**src/rtl/instr_queue.sv**
```systemverilog
// Instruction queue between decode and dispatch: an in-order FIFO of decoded control words.
// A flush empties the queue and accepts-and-discards any push offered while it is active.
module instr_queue #(
  parameter  int DEPTH = 8,
  parameter  int CW_W  = 89,
  localparam int AW    = $clog2(DEPTH),
  localparam int CNTW  = AW + 1
) (
  input  logic            clk,
  input  logic            rst,
  input  logic            ld_iq,
  input  logic [CW_W-1:0] cw_in,
  output logic            ack_o,
  input  logic            flush_ip,
  output logic            issue_valid,
  output logic [CW_W-1:0] issue_cw,
  input  logic            issue_rdy,
  output logic [CNTW-1:0] count,
  output logic            full,
  output logic            empty,
  output logic            state_dbg
);

  // Handshakes: a push fires on ld_iq & ack_o, a pop fires on issue_valid & issue_rdy,
  // both taking effect at the next rising clk edge; ack_o is combinational.

  typedef enum logic {
    RUN   = 1'b0,
    FLUSH = 1'b1
  } state_t;

  state_t          state_q, state_d;
  logic [CW_W-1:0] mem [DEPTH];
  logic [AW-1:0]   head_q, tail_q;
  logic [CNTW-1:0] count_q, count_d;
  logic            full_q, empty_q;
  logic            push, pop, clear;

  always_comb begin
    state_d = state_q;
    ack_o   = 1'b0;
    push    = 1'b0;
    pop     = 1'b0;
    clear   = 1'b0;
    case (state_q)
      RUN: begin
        if (flush_ip) begin
          state_d = FLUSH;
          ack_o   = ld_iq & rst;
          clear   = 1'b1;
        end else begin
          ack_o = ld_iq & ~full_q & rst;
          push  = ld_iq & ~full_q;
          pop   = issue_valid & issue_rdy;
        end
      end
      FLUSH: begin
        if (flush_ip) begin
          ack_o = ld_iq & rst;
          clear = 1'b1;
        end else begin
          // Leaving flush: the queue is empty, so pushes resume this cycle and nothing pops.
          state_d = RUN;
          ack_o   = ld_iq & ~full_q & rst;
          push    = ld_iq & ~full_q;
        end
      end
      default: state_d = RUN;
    endcase
  end

  always_comb begin
    count_d = count_q;
    if (clear) begin
      count_d = '0;
    end else begin
      case ({push, pop})
        2'b10:   count_d = count_q + CNTW'(1);
        2'b01:   count_d = count_q - CNTW'(1);
        default: count_d = count_q;
      endcase
    end
  end

  always_ff @(posedge clk or negedge rst) begin
    if (!rst) begin
      state_q <= RUN;
      head_q  <= '0;
      tail_q  <= '0;
      count_q <= '0;
      full_q  <= 1'b0;
      empty_q <= 1'b1;
    end else begin
      state_q <= state_d;
      count_q <= count_d;
      full_q  <= (count_d == CNTW'(DEPTH));
      empty_q <= (count_d == '0);
      if (clear) begin
        head_q <= '0;
        tail_q <= '0;
      end else begin
        if (push) tail_q <= tail_q + AW'(1);
        if (pop)  head_q <= head_q + AW'(1);
      end
    end
  end

  // Storage is not reset; only entries between head and tail are ever read as valid.
  always_ff @(posedge clk) begin
    if (push) mem[tail_q] <= cw_in;
  end

  assign issue_valid = (state_q == RUN) & ~empty_q;
  assign issue_cw    = mem[head_q];
  assign count       = count_q;
  assign full        = full_q;
  assign empty       = empty_q;
  assign state_dbg   = state_q;

endmodule

```
**config.mk**
```make
export PLATFORM = sky130hd
export DESIGN_NAME = instr_queue
export DESIGN_NICKNAME = d
export VERILOG_FILES = /design/src/rtl/instr_queue.sv
export SDC_FILE = /design/constraint.sdc
export NUM_CORES = 1
export LEC_CHECK = 0
export CORE_ASPECT_RATIO = 1.25
export CORE_UTILIZATION = 30
export CTS_CLUSTER_SIZE = 12
export DETAILED_ROUTE_END_ITERATION = 6
export PLACE_DENSITY = 0.5
export SYNTH_ARGS = -nofsm -noshare
export SYNTH_HDL_FRONTEND = slang
export SYNTH_SLANG_ARGS = --single-unit
```
**constraint.sdc**
```tcl
create_clock -name clk -period 7.2 [get_ports clk]
set_input_delay 1.44 -clock clk [delete_from_list [all_inputs] [get_ports clk]]
set_output_delay 1.44 -clock clk [all_outputs]
set_load 0.05 [all_outputs]
```
Word-level counts from Yosys, hierarchy flattened
Memories as Yosys holds them, arrays and structs flattened. Index checks and enable logic that the tools add are counted.

Reduce and logical (&&, ||, !) cells: 3. Bitwise operators: 8. Multiplexer cells: 13. Add/subtract/negate cells: 4. Equality and inequality tests: 3.

Operators by type and width (count): $mux 3 (4); $pmux 4 s2 (1); $mux 1 (7); $add 3x1->3 const B (2); $and 1x1->1 (5); $add 4x1->4 const B (1); $eq 4x4->1 const B (1); $logic_not 4->1 (1); $mux 4 (1); $reduce_bool 2->1 (2); $sub 4x1->4 const B (1); $not 1->1 (3); $eq 2x1->1 const B (1); $eq 2x2->1 const B (1).

Register bits: 13. Memories: 1. Bits of input ports: 94. Word-level logic and storage cells: 38. Bits in writable memories: 712. Output and inout port bits: 98.

Memory list: mem (depth 8, width 89, read ports 1, clocked after memory_dff 0, write ports 1, line 33) `logic [CW_W-1:0] mem [DEPTH];`.

Longest topological paths before layout
Depth after elaboration: 9. Depth in mapped cells: 10. Depth with buffers taken out: 9.

Least setup slack after synthesis
Ideal clock, no wire load.

Path type: input-to-reg. Start: input port ld_iq. End: memory mem[0][0] (enable). Data arrival time: 8113 ps. Buffers on the path: 1. Stages: 4. Path slack: -1558 ps. Library setup time: 645 ps. Required time: 6555 ps. Cell sequence: nand2b_1 clkbuf_1 or3_1 nor3_1.

Cells in the longest elaborated chain, start to end: 4.

RTL lines: from (decl) (line 11) `input logic ld_iq,`; $and 1x1->1 (line 53, 65); $mux 1 (line 47, 58); $mux 1 (line 110) `if (push) mem[tail_q] <= cw_in;`; $mux 1 (implied by the code) (line 110); to (decl) (line 33).

Every way passes these cells.

Final worst setup path
Start: register head_q[0]. End: output port issue_cw[53].

Cells in the longest elaborated chain, start to end: 1.

RTL lines: from (decl) (line 34) `logic [AW-1:0] head_q, tail_q;`; from (signal assigned) (line 103) `if (pop) head_q <= head_q + AW'(1);`; $mem_v2 8x89; to (decl) (line 16) `output logic [CW_W-1:0] issue_cw,`.

Every way passes these cells.

==> key figures <==
Clock tree
  • Clk Latency, worst-skew pair: 0.62 ns
  • Clock root cell: clkbuf_16
  • Postcts setup bufs: 0
  • CTS resizes: 0
  • Hold Buf Count CTS: 0
  • Clock buffer depth: 3
  • CTS H-Tree Depth: 3
  • Clk pin slew, worst setup/hold paths: about 0.060 ns
  • Inserted Clock Buffers: 77
  • Clk sinks: between 700 and 800
  • CTS tree: yes

Global routing
  • Largest net degree at the start of global routing: between 100 and 150
  • First-pass GRT wire length: just under 90 mm
  • Total track usage: between 10% and 20%
  • Initial antenna violation count: 14
  • Total global routing overflow: 0
  • Vias in the first global route: 13400

Worst setup path
  • WP data arrival: about 3.9 ns
  • CP Launch Type: flip-flop
  • Crit-path cells: buf_12 > mux4_2 > mux2_2 > clkdlybuf4s50_1
  • Critical R2R Capture: mem[2][16]
  • Slowest-stage cell, CP: dfrtp_4
  • Crit Path Class: flip-flop to output pin
  • Worst r2r src: full
  • Top cell family by delay on the critical path: buffers and inverters
  • CP Buf/Inv Count: 2
  • CP required: roughly 5.8 ns
  • R2R setup slack: 4.13 ns
  • Critical path fanouts, max: 75
  • Worst setup EP type: output pin
  • WP depth: 4
  • R2R depth: 4
  • Slowest stage delay, CP: between 0.9 and 1 ns

Pwr
  • Pwr dens: between 200 and 300 nW/um2
  • Leakage: 9.97 nW
  • Maximum VDD drop: about 180 uV

Synthesis
  • Synth cell types: 32
  • Seq/Total Area, Yosys: roughly 80%
  • Mapped Nets: between 1000 and 1500
  • Syn Area/Cell: approximately 24 um2
  • Synth Register Bits: just over 700
  • Synthesized cell area: approximately 27000 um2
  • Post-Syn Instances: between 1000 and 1500
  • Synth warnings: 0

STA
  • Tmin final: 5.35 ns
  • Post-Route Setup TNS: 0 ns
  • Clock Skew: ~0.017 ns
  • Max Clk Rate: 187 MHz
  • Setup WS post-layout: approximately 1.8 ns
  • Slew @ Worst Pin: 1.01 ns
  • Final setup fails: 0
  • Final period util: between 70% and 80%
  • Slew Viols, Final: 0
  • Final Hold Viols: 0
  • Rel. slew slack: 32.5%
  • RSZ-0062 raised after global routing: false

Placed design
  • DP Worst Slack: approximately 2.3 ns
  • Placed instance count: approximately 2500
  • RePlAce Congestion: ~0.69
  • Hpwl dp: slightly above 30 mm
  • PortBufs: ~190

Route
  • DRT iter0 DRCs: roughly 710
  • Wirelength, routed: slightly below 60 mm
  • # DRC: 0
  • Routed Antenna Nets: 0
  • DR WL/cell: approximately 23 um
  • Via count: about 12000
  • Vias per cell: ~4.7
  • Drt pass-1 iters: 5

Finish
  • Core Util, Final: a little under two fifths
  • # fillers: 8263
  • Layout area overhead: 21.1%
  • Final std cells w/o fill: 2598
  • # nets final: roughly 1500
  • Commonest non-fill, non-tap cell in the layout: edfxtp_1
  • Leading cell types in the layout, fill and taps excluded: 712 x edfxtp_1, 191 x clkdlybuf4s50_1, 178 x mux4_2, 89 x mux2_2, 80 x clkbuf_16
  • Share of cells above drive strength 1: 28.0%

Floorplanning
  • Full die area: around 90000 um2
  • Die W: roughly 270 um
  • Rows: roughly 120
  • Core footprint: roughly 90000 um2
  • I/O pin count: roughly 190
  • Die H: ~340 um
  • Initial Utilization: 30.4%

Run status
  • Outcome: finished, final reports clean

Min path
  • Hold Path End: tail_q[0]
  • Worst hold stages: 2
  • Hold Crit Start: tail_q[0]
  • Hold Path Class: flip-flop to flip-flop

Run
  • Max-cap violations: 0
-- power by group --
group | internal (mW) | total [mW] | switching (mW)
registers | 4.70 | 4.73 | 0.0235
clock network | 2.07 | 3.64 | 1.57
logic | 0.229 | 0.563 | 0.335
-- synth_stat cells --
library cell / number / area (um2)
and4b_1: 1 / 10.0
a31oi_1: 1 / 6.26
mux2_1: 1 / 11.3
buf_2: 13 / 65.1
mux2i_1: 3 / 30.0
o2bb2ai_1: 1 / 8.76
or3_1: 1 / 6.26
o21ai_0: 3 / 15.0
clkbuf_1: 32 / 120
mux4_2: 178 / 4010
nor2_1: 20 / 75.1
o211ai_1: 1 / 7.51
edfxtp_1: 712 / 21400
nand2_1: 11 / 41.3
inv_1: 4 / 15.0
buf_1: 8 / 30.0
a21oi_1: 6 / 30.0
nor4b_4: 1 / 23.8
dfstp_2: 1 / 26.3
a21boi_1: 1 / 7.51
nand2b_1: 4 / 25.0
nand3b_1: 1 / 7.51
xnor2_1: 2 / 17.5
xor2_1: 4 / 35.0
ha_1: 4 / 50.1
dfrtp_1: 12 / 300
a211oi_1: 1 / 7.51
or4_1: 1 / 7.51
nand4_1: 1 / 6.26
mux2_2: 89 / 1000
nor3_1: 3 / 15.0
a31o_1: 1 / 8.76
-- area by class of cell --
cell class	count	area, um2	share of cell area, %
Inverter	4	15.0	0.0453
Tap cell	1187	1490	4.48
Clock inverter	29	185	0.558
Multi-Input combinational cell	340	5530	16.7
Antenna cell	3	7.51	0.0226
Sequential cell	725	21700	65.5
Clock buffer	101	2090	6.30
Timing Repair Buffer	209	2150	6.47
-- sequential cells by signal, summed over array words and instances, names as in the netlist --
| signal | cells |
|---|---|
| tail_q | 3 |
| state_dbg | 1 |
| full | 1 |
| count | 4 |
| empty | 1 |
| mem | 712 |
| head_q | 3 |
-- metal layers --
layer / part of all wire (%) / GRT usage, % / vias to the layer above / wire (um)
met5: 0.20 / 0 / - / 121
met4: 2.2 / 4.78 / 20 / 1300
met3: 6.3 / 3.85 / 106 / 3770
met2: 50 / 21.9 / 233 / 29900
met1: 41 / 15.8 / 6543 / 24400
li1: - / - / 5254 / -
-- metrics by stage --
| step | cell area, um2 | power [mW] | hold WS (ns) |
|---|---|---|---|
| 6_report | 33200 | 8.93 | 0.596 |
| 5_1_grt | 33200 | 9.24 | 0.659 |
| 4_1_cts | 33200 | 9.07 | 0.600 |
| 3_5_place_dp | 30900 | 5.39 | 0.584 |
| 3_3_place_gp | 30900 | 5.38 | 0.578 |
| 2_1_floorplan | 27400 | 5.15 | 0.546 |
-- logic make-up after synthesis --
logic type	after synthesis	share of synthesized area [%]
AO/OA/AOI/OAI	15	0.333
XOR/XNOR	6	0.192
adder cells (fa/ha/maj)	4	0.183
buffers and inverters	57	0.840
flip-flops	725	79.2
multiplexers	271	18.4
AND/OR/NAND/NOR	44	0.795
-- worst min-delay path: stages, from the launching register on --
cell,delay (ns)
dfrtp_1,0.40
xor2_1,0.08
nor2_1,0.07
-- worst max-delay path by stage --
stage,start,endpoint
global placement,rst,ack_o
floorplan,ld_iq,mem[2][0]
global route,head_q[0],issue_cw[53]
detailed placement,rst,ack_o
CTS,head_q[0],issue_cw[53]
finish,head_q[0],issue_cw[53]
(Power assumes the default switching activity.)
